[config.mk]
export PLATFORM = sky130hd
export DESIGN_NAME = ps2_move_scheduler
export DESIGN_NICKNAME = d
export VERILOG_FILES = /design/src/rtl/ps2_move_scheduler_pkg.sv /design/src/rtl/ps2_move_scheduler_parser.sv /design/src/rtl/ps2_move_scheduler.sv
export SDC_FILE = /design/constraint.sdc
export NUM_CORES = 1
export LEC_CHECK = 0
export ABC_AREA = 1
export CORE_ASPECT_RATIO = 0.5
export CORE_MARGIN = 1.5
export CORE_UTILIZATION = 52
export DETAILED_ROUTE_END_ITERATION = 7
export GPL_TIMING_DRIVEN = 0
export PLACE_DENSITY = 0.81
export SLEW_MARGIN = 20
export SYNTH_ARGS = -nofsm -noshare
export SYNTH_HDL_FRONTEND = slang
export SYNTH_SLANG_ARGS = --single-unit
export TNS_END_PERCENT = 30
[constraint.sdc]
create_clock -name CLOCK_50 -period 1.8 [get_ports CLOCK_50]
set_input_delay 0.18 -clock CLOCK_50 [delete_from_list [all_inputs] [get_ports CLOCK_50]]
set_output_delay 0.18 -clock CLOCK_50 [all_outputs]
set_load 0.1 [all_outputs]
[src/rtl/ps2_move_scheduler_pkg.sv]
// Shared constants for the PS/2 move scheduler: scan codes, direction encoding
// and held-bit positions (held bit index equals the direction code).
package ps2_move_scheduler_pkg;

   localparam logic [7:0] SC_BREAK = 8'hF0;
   localparam logic [7:0] SC_EXT   = 8'hE0;
   localparam logic [7:0] SC_W     = 8'h1D;
   localparam logic [7:0] SC_S     = 8'h1B;
   localparam logic [7:0] SC_A     = 8'h1C;
   localparam logic [7:0] SC_D     = 8'h23;
   localparam logic [7:0] SC_UP    = 8'h75;
   localparam logic [7:0] SC_DOWN  = 8'h72;
   localparam logic [7:0] SC_LEFT  = 8'h6B;
   localparam logic [7:0] SC_RIGHT = 8'h74;

   typedef enum logic [1:0] {
      DIR_UP    = 2'd0,
      DIR_DOWN  = 2'd1,
      DIR_LEFT  = 2'd2,
      DIR_RIGHT = 2'd3
   } dir_e;

   localparam int HELD_UP    = 0;
   localparam int HELD_DOWN  = 1;
   localparam int HELD_LEFT  = 2;
   localparam int HELD_RIGHT = 3;

   // Fallback direction after releasing the active key: up > down > left > right.
   function automatic dir_e prio_dir(input logic [3:0] held);
      if (held[HELD_UP])
         return DIR_UP;
      else if (held[HELD_DOWN])
         return DIR_DOWN;
      else if (held[HELD_LEFT])
         return DIR_LEFT;
      return DIR_RIGHT;
   endfunction

endpackage

[src/rtl/ps2_move_scheduler_parser.sv]
// Scan-code parser: break/ext prefix flags, key map for both players and the
// held-key / last-direction bookkeeping.
module ps2_code_parser
   import ps2_move_scheduler_pkg::*;
(
   input  logic       clk_i,
   input  logic       rst_i,
   input  logic       code_valid_i,
   input  logic [7:0] code_i,
   output logic [3:0] held_p0_o,
   output logic [3:0] held_p1_o,
   output dir_e       last_dir_p0_o,
   output dir_e       last_dir_p1_o
);

   logic            brk_q, brk_d;
   logic            ext_q, ext_d;
   logic [1:0][3:0] held_q, held_d;
   logic [1:0][1:0] last_q, last_d;

   logic       hit;
   logic       hit_p;
   dir_e       hit_dir;
   logic [3:0] remaining;

   always_comb begin
      hit     = 1'b0;
      hit_p   = 1'b0;
      hit_dir = DIR_UP;
      if (!ext_q) begin
         case (code_i)
            SC_W:    begin hit = 1'b1; hit_dir = DIR_UP;    end
            SC_S:    begin hit = 1'b1; hit_dir = DIR_DOWN;  end
            SC_A:    begin hit = 1'b1; hit_dir = DIR_LEFT;  end
            SC_D:    begin hit = 1'b1; hit_dir = DIR_RIGHT; end
            default: ;
         endcase
      end else begin
         hit_p = 1'b1;
         case (code_i)
            SC_UP:    begin hit = 1'b1; hit_dir = DIR_UP;    end
            SC_DOWN:  begin hit = 1'b1; hit_dir = DIR_DOWN;  end
            SC_LEFT:  begin hit = 1'b1; hit_dir = DIR_LEFT;  end
            SC_RIGHT: begin hit = 1'b1; hit_dir = DIR_RIGHT; end
            default:  ;
         endcase
      end
   end

   always_comb begin
      brk_d     = brk_q;
      ext_d     = ext_q;
      held_d    = held_q;
      last_d    = last_q;
      remaining = held_q[hit_p] & ~(4'b0001 << hit_dir);
      if (code_valid_i) begin
         if (code_i == SC_BREAK) begin
            brk_d = 1'b1;
         end else if (code_i == SC_EXT) begin
            ext_d = 1'b1;
         end else begin
            brk_d = 1'b0;
            ext_d = 1'b0;
            if (hit && !brk_q) begin
               held_d[hit_p][hit_dir] = 1'b1;
               last_d[hit_p]          = hit_dir;
            end else if (hit && held_q[hit_p][hit_dir]) begin
               held_d[hit_p][hit_dir] = 1'b0;
               // Only the active direction falls back; an idle player keeps its stale last_dir.
               if (last_q[hit_p] == hit_dir && remaining != 4'b0000)
                  last_d[hit_p] = prio_dir(remaining);
            end
         end
      end
   end

   always_ff @(posedge clk_i or posedge rst_i) begin
      if (rst_i) begin
         brk_q  <= 1'b0;
         ext_q  <= 1'b0;
         held_q <= '0;
         last_q <= '0;
      end else begin
         brk_q  <= brk_d;
         ext_q  <= ext_d;
         held_q <= held_d;
         last_q <= last_d;
      end
   end

   assign held_p0_o     = held_q[0];
   assign held_p1_o     = held_q[1];
   assign last_dir_p0_o = dir_e'(last_q[0]);
   assign last_dir_p1_o = dir_e'(last_q[1]);

endmodule

[src/rtl/ps2_move_scheduler.sv]
// Two-player move scheduler: per-player repeat counters and pending moves,
// arbitrated round-robin into a single registered valid/ready move port.
module ps2_move_scheduler
   import ps2_move_scheduler_pkg::*;
#(
   parameter int REPEAT_TICKS = 1
) (
   input  logic       CLOCK_50,
   input  logic       reset,
   input  logic       code_valid,
   input  logic [7:0] code,
   input  logic       game_tick,
   input  logic       move_ready,
   output logic       move_valid,
   output logic       move_player,
   output logic [1:0] move_dir,
   output logic [3:0] held_p0,
   output logic [3:0] held_p1,
   output logic       overrun
);

   localparam logic [7:0] RELOAD = 8'(REPEAT_TICKS - 1);

   dir_e            last_dir_p0, last_dir_p1;
   logic [1:0][3:0] held;
   logic [1:0][1:0] last_dir;
   logic [1:0]      sched;

   ps2_code_parser u_parser (
      .clk_i         (CLOCK_50),
      .rst_i         (reset),
      .code_valid_i  (code_valid),
      .code_i        (code),
      .held_p0_o     (held_p0),
      .held_p1_o     (held_p1),
      .last_dir_p0_o (last_dir_p0),
      .last_dir_p1_o (last_dir_p1)
   );

   assign held     = {held_p1, held_p0};
   assign last_dir = {last_dir_p1, last_dir_p0};

   for (genvar gi = 0; gi < 2; gi++) begin : g_repeat
      logic [7:0] cnt_q, cnt_d;
      logic       fire;

      always_comb begin
         cnt_d = cnt_q;
         fire  = 1'b0;
         if (game_tick) begin
            if (held[gi] == 4'b0000) begin
               cnt_d = '0;
            end else if (cnt_q == 8'd0) begin
               fire  = 1'b1;
               cnt_d = RELOAD;
            end else begin
               cnt_d = cnt_q - 8'd1;
            end
         end
      end

      always_ff @(posedge CLOCK_50 or posedge reset) begin
         if (reset)
            cnt_q <= '0;
         else
            cnt_q <= cnt_d;
      end

      assign sched[gi] = fire;
   end

   logic [1:0]      pend_q, pend_d;
   logic [1:0][1:0] pend_dir_q, pend_dir_d;
   logic [1:0]      avail;
   logic [1:0][1:0] cand_dir;
   logic            rr_q, rr_d;
   logic            valid_q, valid_d;
   logic            player_q, player_d;
   logic [1:0]      dir_q, dir_d;
   logic            overrun_q, overrun_d;
   logic            can_load, load, sel, taken;

   // A tick can feed the output stage directly when nothing is already pending.
   always_comb begin
      for (int p = 0; p < 2; p++) begin
         avail[p]    = pend_q[p] | sched[p];
         cand_dir[p] = pend_q[p] ? pend_dir_q[p] : last_dir[p];
      end
      can_load = !valid_q || move_ready;
      sel      = (avail == 2'b11) ? rr_q : avail[1];
      load     = can_load && (avail != 2'b00);
   end

   always_comb begin
      valid_d    = valid_q && !move_ready;
      player_d   = player_q;
      dir_d      = dir_q;
      rr_d       = rr_q;
      pend_d     = pend_q;
      pend_dir_d = pend_dir_q;
      overrun_d  = 1'b0;
      taken      = 1'b0;
      if (load) begin
         valid_d  = 1'b1;
         player_d = sel;
         dir_d    = cand_dir[sel];
         rr_d     = ~sel;
      end
      for (int p = 0; p < 2; p++) begin
         taken = load && (sel == p[0]);
         if (taken)
            pend_d[p] = 1'b0;
         // Skip re-pending only when this tick's move went straight to the output.
         if (sched[p] && !(taken && !pend_q[p])) begin
            pend_d[p]     = 1'b1;
            pend_dir_d[p] = last_dir[p];
            if (pend_q[p] && !taken)
               overrun_d = 1'b1;
         end
      end
   end

   always_ff @(posedge CLOCK_50 or posedge reset) begin
      if (reset) begin
         pend_q     <= '0;
         pend_dir_q <= '0;
         rr_q       <= 1'b0;
         valid_q    <= 1'b0;
         player_q   <= 1'b0;
         dir_q      <= '0;
         overrun_q  <= 1'b0;
      end else begin
         pend_q     <= pend_d;
         pend_dir_q <= pend_dir_d;
         rr_q       <= rr_d;
         valid_q    <= valid_d;
         player_q   <= player_d;
         dir_q      <= dir_d;
         overrun_q  <= overrun_d;
      end
   end

   assign move_valid  = valid_q;
   assign move_player = player_q;
   assign move_dir    = dir_q;
   assign overrun     = overrun_q;

endmodule

==> results.yml, run 1 <==
yosys:
  yosysMostFrequentCell: "nand2_1"
  syn_inst: 361
  synth-edff-count: 0
  synth_seq_area_share: 0.397
  async_flop_share: 1.00
  synth_warnings: 0
  syn_area_mm2: 0.00265
  ys.flop_type: "dfrtp_1"
  synth_top_family_by_area: "simple AND/OR/NAND/NOR gates"
  ys_ff_latch: 42
  synth_top_area_frac: 0.397
  ys_types: 35
  synth_common_cells: "nand2_1, inv_1, dfrtp_1, nor2_1, o21ai_0"
  synth_xor_area_frac: 0.0265
  synth_top_area_cell: "dfrtp_1"
  synth_adder_area_share: 0.0189
  synthMuxAreaShare: 0
  synth_compound_area_frac: 0.120
  synth_area_leaders: "dfrtp_1, nand2_1, inv_1, nor2_1, o21ai_0"
  syn_avg_cell_area_um2: 7.33
  yosys.area_share.simple: 0.359
  syn-num-nets: 378
global_routing:
  grt_pass1_wl_um: 10100
  grt_pass1_vias: 2378
  grtUsageTotal: 0.232
  grt.overflow.total: 0
  antenna_found_initial: 0
  grt_max_degree: 33
routing:
  wl_per_cell_um: 15.4
  antenna_left: 0
  via_per_inst: 5.54
  drc: 0
  finalWirelength_um: 7630
  first_pass_iters: 5
  num_vias: 2739
  drt_iter0_drc: 138
placement:
  dp_hpwl_um: 4340
  place_area_mm2: 0.00302
  gp_congestion: 0.841
  io_buffers: 25
  placed_cells: 457
die:
  die_area_mm2: 0.00555
  start_util: 0.539
  fp.dieH_um: 53.4
  io_pins: 26
  fp.dieW_um: 104
  core_mm2: 0.00491
  fp-row-count: 18
sta:
  worstMarginPinSlew_ns: 0.985
  fin_crit_ns: 1.90
  finalSetupViolCount: 16
  holdWs_ns: 0.143
  fin_skew_ns: 0.0147
  hold_viol: 0
  setup_slack_ns: -0.103
  fmax_ghz: 0.526
  min_period_over_period: 1.06
  max-slew-margin-rel: 0.346
  slew_viol_final: 0
  rsz0062_at_grt: "yes"
final_layout:
  instances_no_fill: 494
  fillers: 347
  drive_gt1_frac: 0.311
  num_antenna_cells: 0
  finish.instance_area_mm2: 0.00365
  synthToLayoutAreaGrowth_pct: 38.0
  fin_nets: 440
cts:
  clk_latency_ns: 0.31
  cts_buffer_depth: 2
  cts_tree: "done"
  cts-root-buf: "clkbuf_8"
  cts_max_level: 2
  clk_pin_slew_ns: 0.10
  clock_sinks: 42
  ctsHoldBuffers: 0
  cts_buffers: 5
worst_setup_path:
  worst_ep_arrival_time_ns: 2.14
  cp-end-kind: "register"
  start_kind: "register"
  required_ns: 2.04
  crit_type: "register to register"
  path_max_fanout: 6
job:
  maxCapViolCount: 0
worst_hold_path:
  hp-class: "input port to asynchronous set/reset pin"
power_and_ir_drop:
  peakVddDrop_mv: 0.648
  power_density_mw_per_mm2: 1200
  power_leakage_nw: 1.85
outcome:
  status: "finished, violations left"
  violations: "setup timing"
## cell usage in the layout (no fill, tap or decap), types with 4 or more instances in the layout
cell,instances
nand2_1,85
inv_1,34
dfrtp_1,34
buf_4,25
nor2_1,22
nand2_2,20
o21ai_1,18
nand3_1,17
dlygate4sd2_1,15
inv_2,14
o21ai_0,13
nand2_4,12
nor2_4,11
a21oi_1,8
nand4_1,6
xor2_1,6
clkbuf_8,5
dlymetal6s2s_1,5
buf_6,4
nor2_2,4
nand3_2,4
nand3_4,4
o22ai_1,4
nor3_1,4
dfrtp_4,4
dfrtp_2,4
clkdlybuf4s50_1,4
## per-stage QoR
stage / utilization / power, W / TNS (ns) / setup WS (ns)
floorplan: - / 0.00264 / 0 / 0.0172
global placement: 0.612 / 0.00293 / -12.83 / -0.382
detailed placement: 0.616 / 0.00302 / -5.88 / -0.423
CTS: 0.658 / 0.00390 / -0.216 / -0.0780
global route: 0.744 / 0.00461 / -3.10 / -0.235
finish: 0.744 / 0.00437 / -0.727 / -0.103
## logic make-up (layout without fill, tap and decap cells)
family / count (synthesis) / after routing
and+or+nand+nor: 198 / 198
AOI/OAI and AO/OA: 55 / 55
buffers and inverters: 54 / 117
DFF: 42 / 42
xor gates and xnor gates: 8 / 8
adders and majority gates: 4 / 4
## power by group
part | total (W) | leakage [nW] | switching [W] | internal [W]
sequential | 0.00143 | 0.549 | 0.000234 | 0.00120
combinational | 0.00228 | 1.26 | 0.00145 | 0.000834
clock | 0.000657 | 0.0408 | 0.000379 | 0.000278
## final cells by class
cell class	instances	area, um^2	share of cell area
multi-input combinational	265	1660	0.455
tap	70	87.6	0.0240
inverter	49	186	0.0511
clock inverter	3	23.8	0.00651
sequential	42	1070	0.293
timing repair buffer	55	510	0.140
buffer	5	41.3	0.0113
clock buffer	5	68.8	0.0188
## routing by layer
layer / track usage / routed length (um) / vias to the layer above
li1: - / - / 1288
met5: 0 / 0 / -
met2: 0.417 / 3940 / 120
met4: 0.0880 / 87 / 0
met1: 0.278 / 3090 / 1315
met3: 0.0530 / 509 / 16
## worst paths after layout
path                                           start  cells after the start                          to  slack [ns]
max                                   u_parser.ext_q                     11                    register       -0.10
min                                            reset                      2        g_repeat[0].cnt_q[2]        0.14
max reg2reg                           u_parser.ext_q                     11                    register       -0.10
min reg2reg                u_parser.last_dir_p1_o[0]                      2   u_parser.last_dir_p1_o[0]        0.47
max in group asynchronous                      reset                      3  asynchronous set/reset pin        1.18
min in group CLOCK_50                        code[4]                      3              u_parser.brk_q        0.34
## critical path, cell delays in order (launching register included)
cell     delay [ns]
dfrtp_1        0.43
buf_6          0.16
o21ai_1        0.21
inv_1          0.08
nand2_1        0.11
nand2_1        0.08
nand2_2        0.08
nand3_4        0.09
a21oi_4        0.26
buf_6          0.15
nand4_1        0.08
nand2_1        0.12
## what timing repair did
item	CTS	global route
gates cloned	0	2
buffers inserted	10	17
gates resized for setup	35	79
endpoints found under the setup margin	34	30
pin swaps	9	32
Power figures use the tool's default switching activity.
==> inputs of run 2 (changes only) <==
- ABC_AREA: 1 -> unset
- CORE_UTILIZATION: 52 -> 51
- GPL_ROUTABILITY_DRIVEN: unset -> 0
- PLACE_DENSITY: 0.81 -> 0.8
==> run 2 against run 1 <==
  * The flow still finishes with violations (setup timing)
  * Non-clock buffer count down 11
  * Synthesized cell count fell by 30%
  * Cell count decreased by 25%
  * Wire length fell by 22%
  * Critical path depth is 4 lower
  * Highest routed layer unchanged
  * Clock skew fell by 0.0060 ns
  * First-iteration DRC count decreased by 28%
  * Total power is 47% lower
==> results.yml, run 2 <==
outcome:
  status: "finished, violations left"
  violations: "setup timing"
yosys:
  syn_inst: 254
  synth_area_leaders: "dfrtp_1, nor2_1, mux2i_1, mux2_1, nand2_1"
  synth_top_area_cell: "dfrtp_1"
  syn_area_mm2: 0.00252
  synth_seq_area_share: 0.417
  ys.flop_type: "dfrtp_1"
  synth_warnings: 0
  ys_types: 55
  yosysMostFrequentCell: "dfrtp_1"
  synth_common_cells: "dfrtp_1, nor2_1, nand2_1, inv_1, mux2i_1"
  ys_ff_latch: 42
  synth-edff-count: 0
  syn_avg_cell_area_um2: 9.93
  async_flop_share: 1.00
  synth_top_area_frac: 0.417
  syn-num-nets: 271
routing:
  drc: 0
  num_vias: 2152
  wl_per_cell_um: 16.0
  finalWirelength_um: 5930
  first_pass_iters: 4
  antenna_left: 0
  via_per_inst: 5.82
  drt_iter0_drc: 99
die:
  fp.dieW_um: 102
  fp-row-count: 17
  start_util: 0.552
  fp.dieH_um: 52.7
  io_pins: 26
  die_area_mm2: 0.00540
  core_mm2: 0.00457
placement:
  dp_hpwl_um: 4030
  io_buffers: 25
  place_area_mm2: 0.00291
cts:
  cts-root-buf: "clkbuf_8"
  ctsHoldBuffers: 0
  cts_buffers: 5
  clk_pin_slew_ns: 0.08
  clk_latency_ns: 0.30
  cts_max_level: 2
  cts_tree: "done"
  clock_sinks: 42
  cts_buffer_depth: 2
global_routing:
  grt_max_degree: 31
  grt_pass1_vias: 2145
  antenna_found_initial: 0
  grt_pass1_wl_um: 9830
  grtUsageTotal: 0.241
  grt.overflow.total: 0
sta:
  holdWs_ns: 0.137
  setup_slack_ns: -0.547
  hold_viol: 0
  finalSetupViolCount: 21
  fin_skew_ns: 0.00866
  fin_crit_ns: 2.35
  slew_viol_final: 0
  max-slew-margin-rel: 0.358
  fmax_ghz: 0.426
  min_period_over_period: 1.30
  rsz0062_at_grt: "yes"
  worstMarginPinSlew_ns: 0.966
  setup-tns-final_ns: -7.72
power_and_ir_drop:
  peakVddDrop_mv: 0.390
  power_density_mw_per_mm2: 704
  p_total_w: 0.00232
  power_leakage_nw: 1.44
worst_setup_path:
  cpMaxStageDelayCell: "mux4_2"
  cp_cell_sequence: "buf_6 -> nand4_1 -> o22ai_4 -> mux4_2 -> a211o_4 -> nor4_4 -> mux2_4"
  start_kind: "register"
  required_ns: 1.99
  cp-end-kind: "register"
  slowest_delay_ns: 0.57
  path_max_fanout: 6
  crit_type: "register to register"
  worst_ep_arrival_time_ns: 2.54
final_layout:
  mostFrequentLayoutCells: "dfrtp_1, nor2_1, nand2_1, buf_4, dlygate4sd2_1"
  finish.instance_area_mm2: 0.00329
  num_antenna_cells: 0
  fillers: 312
  fin_nets: 320
  drive_gt1_frac: 0.296
  synthToLayoutAreaGrowth_pct: 30.5
  layout_commonest_cell: "dfrtp_1"
  fin_util: 0.720
worst_hold_path:
  hp-class: "input port to asynchronous set/reset pin"
job:
  maxCapViolCount: 0
==> run 2: changes by cell type in the layout (fill, tap and decap cells not counted), moves of 6 or more <==
cell and change:
nor2_4 -11, nand2_2 -20, mux2i_1 +10, mux2_4 +6, buf_4 -10, nand3_1 -12
nand2b_1 +6, o21ai_1 -11, inv_1 -23, nand2_4 -12, nand2_1 -66, inv_2 -13
==> run 2: final timing paths <==
| check | slack [ns] | startpoint | cells past startpoint | to |
|---|---|---|---|---|
| min reg2reg | 0.48 | move_dir[0] | 2 | move_dir[0] |
| max in group asynchronous | 1.20 | reset | 3 | u_parser.brk_q |
| max reg2reg | -0.55 | u_parser.ext_q | 7 | register |
| max | -0.55 | u_parser.ext_q | 7 | register |
| min in group CLOCK_50 | 0.26 | code[5] | 3 | u_parser.brk_q |
| min | 0.14 | reset | 2 | g_repeat[0].cnt_q[2] |
==> run 2: per-stage QoR <==
step	worst slack, ns	std cells
2_1_floorplan	-0.672	254
3_3_place_gp	-1.35	345
3_5_place_dp	-1.40	346
4_1_cts	-0.540	362
5_1_grt	-0.635	370
6_report	-0.547	370
==> run 2: kinds of logic (layout without fill, tap and decap cells) <==
kind of cell / Yosys count / count (layout) / synth area share
compound gates: 57 / 57 / 0.173
xor+xnor: 13 / 13 / 0.0451
fa+ha+maj: 7 / 7 / 0.0317
buf+inv: 19 / 69 / 0.0288
flops: 42 / 42 / 0.417
mux: 22 / 22 / 0.101
simple gates: 94 / 94 / 0.204
==> run 2: metal layers <==
| metal | global-route usage | vias up | share of wire |
|---|---|---|---|
| li1 | - | 1019 | - |
| met1 | 0.293 | 1045 | 0.44 |
| met2 | 0.426 | 66 | 0.49 |
| met3 | 0.0453 | 22 | 0.045 |
| met4 | 0.105 | 0 | 0.030 |
| met5 | 0 | - | 0 |
==> run 2: worst max-delay path: cells and delay by family, from the launching register on <==
kind,cells,cell delay (ns)
muxes,2,0.89
DFF,1,0.34
and+or+nand+nor,2,0.30
buffers and inverters,1,0.13
AOI/OAI and AO/OA,2,0.58
==> run 2: layout make-up <==
class | instances | area (um^2) | area share
multi-input cells | 193 | 1600 | 0.487
flip-flops and latches | 42 | 1060 | 0.323
repair buffers | 43 | 382 | 0.116
well taps | 66 | 82.6 | 0.0251
clock buffers | 6 | 72.6 | 0.0221
inverters | 12 | 45.0 | 0.0137
plain buffers | 6 | 31.3 | 0.00951
clock inverters | 2 | 13.8 | 0.00418
==> run 2: repair_timing <==
action / CTS / global route
resized for setup: 61 / 19
buffers inserted: 9 / 8
endpoints found under the setup margin: 39 / 36
pin swaps: 15 / 4
==> run 2: power by group <==
part	internal (W)	switching, W	total (W)	leakage [nW]
logic	0.000217	0.000403	0.000620	0.832
clock network	0.000274	0.000331	0.000605	0.0452
registers	0.00102	0.0000743	0.00109	0.559
total	0.00151	0.000809	0.00232	1.44
